--- config.mk ---
export PLATFORM = sky130hd
export DESIGN_NAME = aes_round_controller_flat
export DESIGN_NICKNAME = d
export VERILOG_FILES = /design/src/rtl/aes_pkg.sv /design/src/rtl/aes_round_controller_if.sv /design/src/rtl/aes_wait_timer.sv /design/src/rtl/aes_round_controller.sv /design/src/flat_wrapper.sv
export SDC_FILE = /design/constraint.sdc
export NUM_CORES = 1
export LEC_CHECK = 0
export CAP_MARGIN = 10
export CORE_MARGIN = 5
export CORE_UTILIZATION = 50
export CTS_CLUSTER_DIAMETER = 40
export DETAILED_ROUTE_END_ITERATION = 6
export GPL_TIMING_DRIVEN = 0
export PLACE_DENSITY_LB_ADDON = 0.25
export RECOVER_POWER = 50
export SLEW_MARGIN = 10
export SYNTH_ARGS = -nofsm -noshare
export SYNTH_HDL_FRONTEND = slang
export SYNTH_SLANG_ARGS = --single-unit
--- constraint.sdc ---
create_clock -name Clk -period 5.5 [get_ports Clk]
set_input_delay 1.1 -clock Clk [delete_from_list [all_inputs] [get_ports Clk]]
set_output_delay 1.1 -clock Clk [all_outputs]
set_load 0.05 [all_outputs]
--- src/rtl/aes_pkg.sv ---
// Shared definitions for the AES round controller and the round datapath.
// Holds the round count, the controller state encoding and the round-type
// constants that tell the datapath which flavour of round to run.
package aes_pkg;
  localparam int NUM_ROUNDS = 10;
  localparam int RND_W      = 4;   // round index / key select width
  localparam int TMR_W      = 8;   // wait / expansion timeout counter width

  typedef enum logic [2:0] {
    ST_IDLE   = 3'd0,
    ST_EXPAND = 3'd1,
    ST_WAIT   = 3'd2,
    ST_EXEC   = 3'd3,
    ST_DONE   = 3'd4
  } state_e;

  typedef enum logic [1:0] {
    RT_LOAD  = 2'd0,   // input block XOR key 0
    RT_MID   = 2'd1,   // full round with MixColumns
    RT_FINAL = 2'd2    // last round, no MixColumns
  } round_type_e;

  function automatic round_type_e round_type(input logic [RND_W-1:0] rnd);
    if (rnd == '0)                        return RT_LOAD;
    else if (rnd >= RND_W'(NUM_ROUNDS))   return RT_FINAL;
    else                                  return RT_MID;
  endfunction
endpackage

--- src/rtl/aes_round_controller_if.sv ---
// Handshake bundle around the round controller: host start/done, the key
// schedule (En/SelKey/Ry) and the round datapath strobes.
//   slave  : the controller side
//   master : the host / key schedule / datapath environment side
interface aes_round_controller_if;
  import aes_pkg::*;
  logic             Start;
  logic             Rekey;
  logic             KsRy;
  logic             Busy;
  logic             Done;
  logic             Error;
  logic             KsEn;
  logic [RND_W-1:0] KsSelKey;
  logic             DpLoad;
  logic             DpRound;
  logic             DpFinal;
  logic [RND_W-1:0] RoundCnt;

  modport slave (
    input  Start, Rekey, KsRy,
    output Busy, Done, Error, KsEn, KsSelKey, DpLoad, DpRound, DpFinal, RoundCnt
  );
  modport master (
    output Start, Rekey, KsRy,
    input  Busy, Done, Error, KsEn, KsSelKey, DpLoad, DpRound, DpFinal, RoundCnt
  );
endinterface

--- src/rtl/aes_wait_timer.sv ---
// Loadable down-counter with a terminal flag.
//   clk, rst : clock, async active-high reset
//   load     : load load_val (wins over en)
//   en       : decrement by one; holds at zero, never wraps
//   last     : count is 1 (or 0), i.e. this is the final cycle of the delay
module aes_wait_timer #(
  parameter int W = 8
) (
  input  logic         clk,
  input  logic         rst,
  input  logic         load,
  input  logic         en,
  input  logic [W-1:0] load_val,
  output logic         last
);
  logic [W-1:0] cnt;

  always_ff @(posedge clk or posedge rst) begin
    if (rst)                     cnt <= '0;
    else if (load)               cnt <= load_val;
    else if (en && cnt != '0)    cnt <= cnt - 1'b1;
  end

  assign last = (cnt <= W'(1));
endmodule

--- src/rtl/aes_round_controller.sv ---
// Sequences one AES-128 block: key expansion (once after reset / re-key),
// then for each round selects the round key, lets it settle for KEY_WAIT
// cycles and fires exactly one datapath strobe.
//   Clk, Rst : clock, async active-high reset
//   bus      : slave side of aes_round_controller_if (host, key schedule,
//              datapath strobes, status)
module aes_round_controller
  import aes_pkg::*;
#(
  parameter int KEY_WAIT    = 1,
  parameter int EXP_TIMEOUT = 255
) (
  input  logic                  Clk,
  input  logic                  Rst,
  aes_round_controller_if.slave bus
);
  localparam logic [TMR_W-1:0] KW_V = TMR_W'(KEY_WAIT);
  localparam logic [TMR_W-1:0] ET_V = TMR_W'(EXP_TIMEOUT);
  localparam logic [RND_W-1:0] NR_V = RND_W'(NUM_ROUNDS);

  state_e           state, state_nxt;
  logic [RND_W-1:0] rnd;
  logic             keys_ready, rekey_pend, err;

  logic             tmr_load, tmr_en, tmr_last;
  logic [TMR_W-1:0] tmr_val;
  logic             accept, rnd_clr, rnd_inc, keys_set, err_set;

  // One timer serves both the key settle delay and the expansion timeout;
  // the two never overlap.
  aes_wait_timer #(.W(TMR_W)) u_tmr (
    .clk(Clk), .rst(Rst), .load(tmr_load), .en(tmr_en),
    .load_val(tmr_val), .last(tmr_last)
  );

  always_ff @(posedge Clk or posedge Rst) begin
    if (Rst) state <= ST_IDLE;
    else     state <= state_nxt;
  end

  always_comb begin
    state_nxt = state;
    tmr_load  = 1'b0;
    tmr_en    = 1'b0;
    tmr_val   = KW_V;
    accept    = 1'b0;
    rnd_clr   = 1'b0;
    rnd_inc   = 1'b0;
    keys_set  = 1'b0;
    err_set   = 1'b0;
    case (state)
      ST_IDLE: if (bus.Start) begin
        accept   = 1'b1;
        rnd_clr  = 1'b1;
        tmr_load = 1'b1;
        // A Rekey arriving together with Start counts as already pending.
        if (keys_ready && !rekey_pend && !bus.Rekey) state_nxt = ST_WAIT;
        else begin
          state_nxt = ST_EXPAND;
          tmr_val   = ET_V;
        end
      end
      ST_EXPAND: begin
        // Ready beats a coincident timeout.
        if (bus.KsRy) begin
          keys_set  = 1'b1;
          tmr_load  = 1'b1;
          state_nxt = ST_WAIT;
        end else if (tmr_last) begin
          err_set   = 1'b1;
          state_nxt = ST_IDLE;
        end else tmr_en = 1'b1;
      end
      ST_WAIT: begin
        if (tmr_last) state_nxt = ST_EXEC;
        else          tmr_en    = 1'b1;
      end
      ST_EXEC: begin
        if (rnd >= NR_V) state_nxt = ST_DONE;
        else begin
          rnd_inc   = 1'b1;
          tmr_load  = 1'b1;
          state_nxt = ST_WAIT;
        end
      end
      ST_DONE: begin
        rnd_clr   = 1'b1;
        state_nxt = ST_IDLE;
      end
      default: state_nxt = ST_IDLE;
    endcase
  end

  always_ff @(posedge Clk or posedge Rst) begin
    if (Rst) begin
      rnd        <= '0;
      keys_ready <= 1'b0;
      rekey_pend <= 1'b0;
      err        <= 1'b0;
    end else begin
      if (rnd_clr)                     rnd <= '0;
      else if (rnd_inc && rnd < NR_V)  rnd <= rnd + 1'b1;

      if (keys_set)                                   keys_ready <= 1'b1;
      else if (accept && state_nxt == ST_EXPAND)      keys_ready <= 1'b0;

      // Rekey during a block only marks the keys stale for the next Start.
      if (accept)          rekey_pend <= 1'b0;
      else if (bus.Rekey)  rekey_pend <= 1'b1;

      if (err_set)      err <= 1'b1;
      else if (accept)  err <= 1'b0;
    end
  end

  always_comb begin
    bus.Busy     = 1'b0;
    bus.Done     = 1'b0;
    bus.KsEn     = 1'b0;
    bus.KsSelKey = '0;
    bus.DpLoad   = 1'b0;
    bus.DpRound  = 1'b0;
    bus.DpFinal  = 1'b0;
    case (state)
      ST_EXPAND: begin
        bus.Busy = 1'b1;
        bus.KsEn = 1'b1;
      end
      ST_WAIT: begin
        bus.Busy     = 1'b1;
        bus.KsSelKey = rnd;
      end
      ST_EXEC: begin
        bus.Busy     = 1'b1;
        bus.KsSelKey = rnd;
        case (round_type(rnd))
          RT_LOAD:  bus.DpLoad  = 1'b1;
          RT_MID:   bus.DpRound = 1'b1;
          RT_FINAL: bus.DpFinal = 1'b1;
          default:  ;
        endcase
      end
      ST_DONE: bus.Done = 1'b1;
      default: ;
    endcase
  end

  assign bus.Error    = err;
  assign bus.RoundCnt = rnd;
endmodule

--- src/flat_wrapper.sv ---
// flat-port wrapper written by rule: the top's interface ports become plain ports
module aes_round_controller_flat import aes_pkg::*;
#(
  parameter int KEY_WAIT    = 1,
  parameter int EXP_TIMEOUT = 255
)
  (Clk, Rst, bus_Start, bus_Rekey, bus_KsRy, bus_Busy, bus_Done, bus_Error, bus_KsEn, bus_KsSelKey, bus_DpLoad, bus_DpRound, bus_DpFinal, bus_RoundCnt);
  aes_round_controller_if bus_i ();
  input  logic Clk;
  input  logic Rst;
  input wire logic [$bits(bus_i.Start)-1:0] bus_Start;
  input wire logic [$bits(bus_i.Rekey)-1:0] bus_Rekey;
  input wire logic [$bits(bus_i.KsRy)-1:0] bus_KsRy;
  output wire logic [$bits(bus_i.Busy)-1:0] bus_Busy;
  output wire logic [$bits(bus_i.Done)-1:0] bus_Done;
  output wire logic [$bits(bus_i.Error)-1:0] bus_Error;
  output wire logic [$bits(bus_i.KsEn)-1:0] bus_KsEn;
  output wire logic [$bits(bus_i.KsSelKey)-1:0] bus_KsSelKey;
  output wire logic [$bits(bus_i.DpLoad)-1:0] bus_DpLoad;
  output wire logic [$bits(bus_i.DpRound)-1:0] bus_DpRound;
  output wire logic [$bits(bus_i.DpFinal)-1:0] bus_DpFinal;
  output wire logic [$bits(bus_i.RoundCnt)-1:0] bus_RoundCnt;
  assign bus_i.Start = bus_Start;
  assign bus_i.Rekey = bus_Rekey;
  assign bus_i.KsRy = bus_KsRy;
  assign bus_Busy = bus_i.Busy;
  assign bus_Done = bus_i.Done;
  assign bus_Error = bus_i.Error;
  assign bus_KsEn = bus_i.KsEn;
  assign bus_KsSelKey = bus_i.KsSelKey;
  assign bus_DpLoad = bus_i.DpLoad;
  assign bus_DpRound = bus_i.DpRound;
  assign bus_DpFinal = bus_i.DpFinal;
  assign bus_RoundCnt = bus_i.RoundCnt;
  aes_round_controller #(.KEY_WAIT(KEY_WAIT), .EXP_TIMEOUT(EXP_TIMEOUT)) u_core (.Clk(Clk), .Rst(Rst), .bus(bus_i));
endmodule
==> results of run 1 <==
==> cell type report <==
cell class | count | area, sq um | share of cell area, %
timing repair buffer | 19 | 190 | 13.3
buffer | 6 | 50.0 | 3.51
clock buffer | 4 | 36.3 | 2.54
multi-input combinational | 92 | 642 | 45.0
sequential | 18 | 450 | 31.6
tap | 28 | 35.0 | 2.46
inverter | 6 | 22.5 | 1.58
==> tightest hold or removal path: cells and delay by family (launching register included) <==
| family | cells | cell delay [ns] |
|---|---|---|
| compound gates | 1 | 0.06 |
| flops | 1 | 0.36 |
| simple gates | 1 | 0.04 |
==> final timing paths <==
path | to | cells after the start | slack [ns]
worst max-delay path | bus_DpRound | 6 | 1.34
worst min-delay path | u_core.bus.Error$_DFFE_PP0P_ | 2 | 0.49
worst max register to register | u_core.u_tmr.cnt[6]$_DFFE_PP0P_ | 6 | 2.98
worst min register to register | u_core.bus.Error$_DFFE_PP0P_ | 2 | 0.49
max in group asynchronous | u_core.bus.RoundCnt[2]$_DFFE_PP0P_ | 2 | 3.74
min in group asynchronous | u_core.u_tmr.cnt[2]$_DFFE_PP0P_ | 2 | 1.32
==> state kept, by name (all words and copies together), names as in the netlist <==
register / count
u_core.bus.Error: 1
u_core.bus.RoundCnt: 4
u_core.keys_ready: 1
u_core.rekey_pend: 1
u_core.state: 3
u_core.u_tmr.cnt: 8
==> per-layer routing <==
metal | wire length (microns) | up-vias | share of wire (%) | GRT usage (%)
li1 | - | 498 | - | -
met1 | 1160 | 484 | 46 | 19.0
met2 | 1240 | 21 | 49 | 27.4
met3 | 117 | 2 | 4.6 | 4.82
met4 | 17 | 0 | 0.67 | 2.91
met5 | 0 | - | 0 | 0
==> cell usage after synthesis (2+ instances only) <==
cell type,count
sky130_fd_sc_hd__dfrtp_1,18
sky130_fd_sc_hd__nor2_1,14
sky130_fd_sc_hd__a221oi_2,2
sky130_fd_sc_hd__nand3_1,2
sky130_fd_sc_hd__nor3b_1,2
sky130_fd_sc_hd__nor3_1,5
sky130_fd_sc_hd__and2_1,5
sky130_fd_sc_hd__and3_1,4
sky130_fd_sc_hd__a31o_1,2
sky130_fd_sc_hd__a221oi_1,2
sky130_fd_sc_hd__buf_6,3
sky130_fd_sc_hd__o21ai_0,3
sky130_fd_sc_hd__ha_1,5
sky130_fd_sc_hd__a21oi_1,7
sky130_fd_sc_hd__nand2_1,6
sky130_fd_sc_hd__inv_1,6
sky130_fd_sc_hd__nor4_1,4
sky130_fd_sc_hd__a211oi_1,4
==> logic make-up after synthesis <==
| logic type | after synthesis |
|---|---|
| xor+xnor | 2 |
| mux | 1 |
| buf+inv | 12 |
| fa+ha+maj | 5 |
| flops | 18 |
| compound gates | 31 |
| simple gates | 53 |
==> where the power goes <==
group / switching [mW] / leakage, nW / internal (mW)
Sequential: 0.0434 / 0.231 / 0.178
Clock: 0.0403 / 0.0210 / 0.0404
Combinational: 0.314 / 0.368 / 0.209
==> per-stage QoR <==
stage	power [mW]	worst slack, ns	util, %
finish	0.825	1.34	63.9
global route	0.885	1.13	63.9
CTS	0.834	1.78	64.9
detailed placement	0.753	2.11	63.3
global placement	0.734	2.21	63.3
floorplan	0.622	2.11	-
==> run summary, run 1 <==
TritonCTS built the clock tree. The Yosys warning count is 0. Summing the areas of all xor and xnor instances in the mapped netlist gives 1.47% of the synthesized area. The gate count of the mapped netlist came out at 122. The fraction of the mapped netlist area in compound gates is 22.3%.

In this run the critical register-to-register path is launched from u_core.bus.RoundCnt[0]$_DFFE_PP0P_. The fraction of layout instances using a drive strength above 1 came out at 11.0%. The critical path endpoint category is a primary output. The final critical-path required period is 4.16 ns. The netlist area before placement came out at 1190 sq um.

The via count is 1005. The sequential element share of the synthesized area came out at 37.9%. The clock sink count came out at 18. The average instance area after synthesis came out at 9.74 sq um. The number of buffers added by the clock tree synthesis step came out at 3.

The number of nets in the synthesized netlist is 132. The overall overflow remaining after global route came out at 0. The total of hold buffers inserted after clock tree synthesis came out at 0.

The number of buffers inserted by port buffering is 19. The library cell used most frequently in the layout, excluding fill and tap cells, is sky130_fd_sc_hd__dfrtp_1. The number of diodes added for antenna fixing is 0. The number of different library cells in the post-synthesis netlist came out at 46.

The share of the synthesized area in the top cell type came out at 37.9%. The top-level port count came out at 20. The largest incremental delay on the critical path came out at 0.84 ns. Ranked by total cell area, the synthesized netlist is headed by sky130_fd_sc_hd__dfrtp_1 38%, sky130_fd_sc_hd__ha_1 5.3%, sky130_fd_sc_hd__nor2_1 4.4%, sky130_fd_sc_hd__a21oi_1 2.9%, sky130_fd_sc_hd__buf_6 2.8%. The net count of the finished layout is 156.

After layout, the worst path uses 75.6% of the clock period. The portion of netlist area occupied by mux cells is 0.842%. The floorplan step defined a core boundary enclosing 2230 sq um. The number of storage elements in the synthesis netlist came out at 18. The count of placed standard cells in the final layout, fillers left out came out at 173. The sum of negative setup slack came out at 0 ns. The share of synthesized cell area in and, or, nand and nor gates is 26.1%.

The number of hold violations in the final report is 0. The worst slew margin relative to its limit is 37.3%. For the worst setup path, the data required time is 4.40 ns.

The max-slew violation total from the final report came out at 0. The die area came out at 3450 sq um. The filler cells instantiated in the layout total 185. The worst hold-check slack is 0.493 ns.

The routed length per instance is 14.6 microns. The number of gates resized after CTS is 0. The global placement routability congestion is 0.871. The wire length of the first global-routing pass came out at 4260 microns. The buffer type at the clock tree root is sky130_fd_sc_hd__clkbuf_4. The run finished with clean final reports. The pin count of the biggest net entering global routing is 19. The highest ir drop seen on vdd came out at 304 uV. The clock-pin slew of the registers on the worst-case setup and hold paths is 0.11 ns. Traced cell by cell, the critical path runs through inv_1, ha_1, o31ai_1, nand2_1, a21oi_1, clkdlybuf4s50_1. The library cells used most frequently in the layout, excluding fill and tap cells, are 18 x sky130_fd_sc_hd__dfrtp_1, 17 x sky130_fd_sc_hd__clkdlybuf4s50_1, 14 x sky130_fd_sc_hd__nor2_1. The post-synthesis share of cell area spent on full adders, half adders and majority gates came out at 5.26%. Counting tap cells, the placed design contains a total of 169 instances. The area growth from synthesis to layout is 20.0%. The launching element type of the critical path is a flip-flop. The largest individual stage delay along the critical path comes from the cell sky130_fd_sc_hd__clkdlybuf4s50_1. Buffers added to address setup during post-CTS repair amount to 0.

The number of placement rows is 17. The critical path is of the flip-flop to primary output type. After legalization and detailed placement, the total HPWL measured 1910 microns. The startpoint of the worst hold path is u_core.bus.Error$_DFFE_PP0P_. For this run, the total global-route usage over all layers was measured as 15.7%. The worst setup path startpoint is u_core.bus.RoundCnt[0]$_DFFE_PP0P_. The cell taking the most area after synthesis is sky130_fd_sc_hd__dfrtp_1.

The initial antenna violation count was 0. For the pin with the worst max-slew slack, the measured transition is 0.932 ns. The die boundary width is 58.8 microns.

The async set-or-reset flop fraction in the synthesized netlist came out at 100%. The leakage power of the design came out at 0.620 nW. The standard cell area after detailed placement came out at 1410 sq um.

The arrival time at the worst endpoint is 3.06 ns. The detail route stage leaves a number of antenna-violating nets equal to 0. In this run the power density over the cells is 578 nW/um^2. Together, buffers and inverters on the worst path number 2. The final number of setup-violating endpoints came out at 0. The maximum fanout encountered on the critical timing path came out at 7.

The maximum achievable frequency came out at 240 MHz. The most used flip-flop cell after synthesis is sky130_fd_sc_hd__dfrtp_1. The routed wire length came out at 2530 microns. The clock reaches the later pin of the worst-skew pair after 0.30 ns.

Among cell families on the critical path, the largest total delay comes from buffers and inverters. The synthesized design contains 0 enable-type register cells. The maximum level of the CTS H-tree is 1. The maximum buffer depth of the clock tree came out at 2. The dominant combinational cell family by area after synthesis is simple AND/OR/NAND/NOR gates. The min-delay analysis places its worst path in the category flip-flop to flip-flop. The count of max-cap constraint violations came out at 0. The number of detailed-route iterations in the first pass came out at 4.

In this run, the number of DRC markers left after iteration 0 of detailed routing was 22. The total non-filler cell area in the finished layout came out at 1430 sq um. Setup repair after global routing left no endpoint under its margin. The vias per cell is 5.81. The setup clock skew after layout came out at 0.0139 ns. The floorplan die height came out at 58.8 microns. The starting utilization of the core area is 53.2%. The via count of the first global-routing pass came out at 978.

The detailed-route DRC error count is 0.
Power figures use the tool's default switching activity.
==> run 2, diff against run 1 <==
==> constraint.sdc (replaced) <==
create_clock -name Clk -period 4.2 [get_ports Clk]
set_input_delay 0.84 -clock Clk [delete_from_list [all_inputs] [get_ports Clk]]
set_output_delay 0.84 -clock Clk [all_outputs]
set_load 0.05 [all_outputs]
==> run summary, run 2 (synthesis results as in run 1) <==
The number of hold violations in the final report came out at 0 (unchanged). The via count came out at 1001 (-0.40%). The initial DRC count came out at 22 (unchanged). The area added between synthesis and finish is 21.2%. The clock period could shrink to 3.43 ns. The max-slew violation total from the final report came out at 0 (unchanged). The top-level port count is 20 (unchanged). The number of detailed-route iterations in the first pass is 4 (unchanged). The setup clock skew after layout came out at 0.0128 ns (-0.00111 ns). The worst setup path is launched from a flip-flop. The worst slew margin relative to its limit came out at 48.0% (+11 points).

The ratio of total power to cell area was 753 nW/um^2 (+30%). The die area is 3450 sq um (unchanged). The largest incremental delay on the critical path came out at 0.84 ns (about the same).

The highest ir drop seen on vdd came out at 399 uV (+31%). The floorplan die height is 58.8 microns (unchanged). The maximum fanout encountered on the critical timing path is 7 (unchanged). The type of the setup path with the least slack is flip-flop to primary output.

The most common cell after layout, fill and taps aside is sky130_fd_sc_hd__dfrtp_1. The number of placement rows is 17 (unchanged). The global placement routability congestion is 0.871 (unchanged). The die boundary width is 58.8 microns (unchanged).

The via count of the first global-routing pass is 978 (unchanged). The wire length of the first global-routing pass came to 4260 microns (unchanged). The routed wire length is 2540 microns (+0.24%).

The initial antenna violation count is 0 (unchanged). The number of diodes added for antenna fixing is 0 (unchanged). The final number of setup-violating endpoints is 0 (unchanged).

The slew at the pin closest to its max-slew limit was 0.770 ns (-0.162 ns). The maximum achievable frequency is 292 MHz. The clock latency on the worst-skew pair came to 0.30 ns (about the same). The kind of cell with the highest combined delay along the critical path is buffers and inverters. The class of the tightest hold or removal check is flip-flop to flip-flop. The number of flip-flops in the largest register is 8 (unchanged). The critical path data required time came out at 3.36 ns (-1.04 ns). The fraction of layout instances using a drive strength above 1 is 11.7% (+0.69 points). The slowest stage of the critical path is the sky130_fd_sc_hd__clkdlybuf4s50_1 cell. The run finished with clean final reports. The count of max-cap constraint violations is 0 (unchanged). The routed length per instance was 14.7 microns (+0.24%). The pin count of the biggest net entering global routing is 19 (unchanged). The net count of the finished layout came out at 156 (unchanged).

The signal on the critical path passes through inv_1, ha_1, o31ai_4, nand2_1, a21oi_1, clkdlybuf4s50_1. u_core.u_tmr.cnt holds more flip-flops than any other register. The clock-pin slew of the registers on the worst-case setup and hold paths came out at 0.11 ns (about the same).

Setup repair after global routing left no endpoint under its margin. The overall overflow remaining after global route is 0 (unchanged). The starting utilization of the core area came out at 53.2% (unchanged). The maximum level of the CTS H-tree came out at 1 (unchanged). The number of gates resized after CTS came out at 0 (unchanged). The global-route usage over all layers came out at 15.7% (unchanged). The tree is rooted in a sky130_fd_sc_hd__clkbuf_4. The standard cell area after detailed placement is 1410 sq um (unchanged). The number of setup buffers added after CTS was 0 (unchanged). The arrival time at the worst endpoint came out at 2.59 ns (-0.47 ns). The detailed-route DRC error count came out at 0 (unchanged). The final antenna-violating net count is 0 (unchanged).

The clock sink count was 18 (unchanged). The number of buffers added by the clock tree synthesis step came out at 3 (unchanged). The HPWL after detailed placement came to 1910 microns (unchanged). The vias per cell is 5.79 (-0.40%).

The top cell types in the final layout, fill and taps aside, are 18 x sky130_fd_sc_hd__dfrtp_1, 17 x sky130_fd_sc_hd__clkdlybuf4s50_1, 14 x sky130_fd_sc_hd__nor2_1. The sum of negative setup slack is 0 ns (unchanged). STA classifies the critical path endpoint as a primary output. The total of hold buffers inserted after clock tree synthesis is 0 (unchanged). The number of buffers inserted by port buffering came out at 19 (unchanged).

The post-layout total power came out at 1.08 mW (+31%). The total non-filler cell area in the finished layout came out at 1440 sq um (+0.96%). The post-route clock period utilization is 81.7%. The leakage power of the design was 0.616 nW (-0.72%).

TritonCTS built the clock tree. The maximum buffer depth of the clock tree came out at 2 (unchanged). The area of the placeable core is 2230 sq um (unchanged). The count of buffer and inverter cells on the critical path came out at 2 (unchanged).
[run 2: cell types whose count changed in the layout (fill, tap and decap cells not counted)]
cell,delta
sky130_fd_sc_hd__o31ai_4,+1
sky130_fd_sc_hd__o31ai_1,-1
[run 2: cell type report]
cell class	instances	area, sq um
well taps	28	35.0
inverters	6	22.5
flip-flops and latches	18	450
clock buffers	4	36.3
repair buffers	19	190
fillers	183	793
plain buffers	6	50.0
multi-input cells	92	656
[run 2: final timing paths]
check / cells after the start / slack [ns] / start / to
setup / recovery: 6 / 0.77 / u_core.bus.RoundCnt[0]$_DFFE_PP0P_ / bus_DpRound
hold / removal: 2 / 0.49 / u_core.bus.Error$_DFFE_PP0P_ / u_core.bus.Error$_DFFE_PP0P_
setup reg to reg: 5 / 2.03 / u_core.state[0]$_DFF_PP0_ / u_core.u_tmr.cnt[6]$_DFFE_PP0P_
hold reg to reg: 2 / 0.49 / u_core.bus.Error$_DFFE_PP0P_ / u_core.bus.Error$_DFFE_PP0P_
max in group asynchronous: 2 / 2.70 / Rst / u_core.bus.RoundCnt[2]$_DFFE_PP0P_
min in group asynchronous: 2 / 1.06 / Rst / u_core.u_tmr.cnt[2]$_DFFE_PP0P_
[run 2: through the flow]
stage	util [%]	instances	hold slack, ns	worst slack [ns]
after floorplan	-	122	0.493	1.07
after global placement	63.3	169	0.469	1.17
after detailed placement	63.3	169	0.471	1.07
after CTS	64.9	173	0.495	0.739
after global routing	64.5	173	0.516	0.611
final	64.5	173	0.493	0.771
[run 2: where the power goes]
part	internal, mW	switching, mW	total (mW)	leakage, nW
sequential	0.233	0.0591	0.292	0.231
combinational	0.275	0.412	0.686	0.364
clock	0.0528	0.0531	0.106	0.0210
total	0.560	0.524	1.08	0.616
[run 2: worst reg2reg max path, delay by kind of cell (launching register included)]
kind / cells / cell delay, ns
AOI/OAI and AO/OA: 3 / 0.86
and+or+nand+nor: 1 / 0.69
DFF: 1 / 0.39
buffers and inverters: 1 / 0.13
[run 2: layer usage]
layer  up-vias  part of all wire, %  global-route usage [%]
met5         -                    0                       0
met4         0                 0.67                    2.91
met3         2                  4.6                    4.82
met2        21                   49                    27.4
met1       480                   46                    19.0
li1        498                    -                       -
==> edit: new RTL, config.mk and constraints of run 2 <==
The package constant `TMR_W` goes from 8 to 6.
--- a/src/rtl/aes_pkg.sv
+++ b/src/rtl/aes_pkg.sv
@@ -6,3 +6,3 @@
   localparam int RND_W      = 4;   // round index / key select width
-  localparam int TMR_W      = 8;   // wait / expansion timeout counter width
+  localparam int TMR_W      = 6;   // wait / expansion timeout counter width
 
Check against the original RTL: same outputs for any inputs over 10 cycles, from zero or initial values and one cycle with Rst high; that may be too few to reach the edited logic, so the function may still have changed.
==> edit against run 2 <==
  * Synthesized area decreased by 8.6%
  * Power decreased by 5.0%
  * Final cell count decreased by 3.5%
  * Synthesized cell count decreased by 4.1%
  * Worst setup slack got worse by 0.0031 ns
  * Maximum frequency about the same
  * Sequential cell count decreased by 2
  * Count of clock-buffer cells in the layout unchanged
  * Routed wire length decreased by 3.0%
  * Cell area decreased by 6.8%
  * Critical path depth unchanged
  * Clock skew decreased by 0.0098 ns
==> edit: results (changes against run 2) <==
| Metric | Value |
|---|---|
| Routed met1 length | `1.125 mm (-3.5%)` |
| Synth unique cells | `40 (-13%)` |
| Fillers | `165 (-9.8%)` |
| Synthesized net count | `128 (-3.0%)` |
| Final WL | `2.459 mm (-3.0%)` |
| Max VDD drop | `0.5359 mV (+34%)` |
| Max stage delay on crit path | `0.79 ns (-0.05 ns)` |
| Sw frac | `50.51% (+2.2 points)` |
| Slew of the pin with the lowest slew margin | `0.6281 ns (-0.1416 ns)` |
| Xor/xnor cell area share of the yosys netlist | `2.419% (+0.95 points)` |
| Share of layout cells above drive strength 1 | `7.857% (-3.9 points)` |
| Synth top area cells | `dfrtp_1 37%, ha_1 6.9%, a2111oi_2 5.5%, nor2_1 4.1%, inv_1 3.8%` |
| Seq pwr | `0.000274 W (-6%)` |
| Met3 WL | `135 µm (+15%)` |
| Via count | `932 (-6.9%)` |
| Largest net degree at the start of global routing | `17 (-2)` |
| First-pass GRT wire length | `4.436 mm (+4.0%)` |
| Status | `finished clean` |
| Final HPWL DP | `1.871 mm (-2.0%)` |
| Seq/Total Area, Yosys | `36.87% (-1.0 points)` |
| Clock-pin slew on the worst setup and hold paths | `0.09 ns (-0.02 ns)` |
| Vias in the first global route | `943 (-3.6%)` |
| Post-Synth Adder-Cell Area | `6.912% (+1.6 points)` |
| Post-synthesis compound-gate area fraction | `22.58% (+0.26 points)` |
| Static leakage | `0.5688 nW (-7.6%)` |
| Met2 WL | `1.148 mm (-7.0%)` |
| R2R depth | `6 (+1)` |
| Pwr Total | `0.001030 W (-5.0%)` |
| Max reg flops | `6 (-2)` |
| Overall routing resource usage | `17.38% (+1.7 points)` |
| Multiplexer area fraction after synthesis | `1.037% (+0.19 points)` |
| Layout Nets | `152 (-2.6%)` |
| Layout Skew | `0.002978 ns (-0.009820 ns)` |
| Placer congestion estimate | `0.7910 (-9.2%)` |
-- edit: cell count changes after synthesis, moves of 3 or more --
cell and delta:
a2111oi_2 +3, a21oi_1 -5, inv_1 +5, nand2_1 +4
-- edit: path summary, 6_finish.rpt --
| check | start | endpoint | slack, ns |
|---|---|---|---|
| min in group asynchronous | Rst | u_core.bus.RoundCnt[3] | 1.05 |
| min reg2reg | u_core.rekey_pend | u_core.rekey_pend | 0.50 |
| max reg2reg | u_core.bus.RoundCnt[0] | u_core.u_tmr.cnt[2] | 2.07 |
| max in group asynchronous | Rst | u_core.u_tmr.cnt[5] | 2.74 |
| max | u_core.bus.RoundCnt[0] | bus_DpRound | 0.77 |
| min | u_core.rekey_pend | u_core.rekey_pend | 0.50 |
-- edit: layout make-up --
type | instances | share of cell area, %
multi-input cells | 87 | 46.32
well taps | 27 | 2.516
repair buffers | 19 | 14.17
plain buffers | 3 | 1.398
clock buffers | 4 | 2.703
flip-flops and latches | 16 | 29.82
inverters | 11 | 3.075
-- edit: worst max-delay path: cells and delay by family, from the launching register on --
kind,cells,cell delay (ns)
compound gates,1,0.30
flops,1,0.46
simple gates,2,0.41
fa+ha+maj,1,0.22
buf+inv,2,0.90
-- edit: cell families after synthesis --
| logic type | Yosys count |
|---|---|
| mux | 1 |
| simple gates | 50 |
| fa+ha+maj | 6 |
| compound gates | 27 |
| xor+xnor | 3 |
| buf+inv | 14 |
| flops | 16 |
-- edit: metrics by stage --
step                cell area, µm²  std cells  setup WS, ns
finish                        1343        167        0.7674
global route                  1343        167        0.5764
CTS                           1346        167        0.7522
detailed placement            1310        163         1.086
global placement              1310        163         1.103
floorplan                     1086        117         1.382
-- edit: metal layers --
layer	vias to the layer above	global-route usage [%]
met2	23	27.56
li1	469	-
met5	-	0
met1	434	21.88
met4	0	6.102
met3	6	5.734
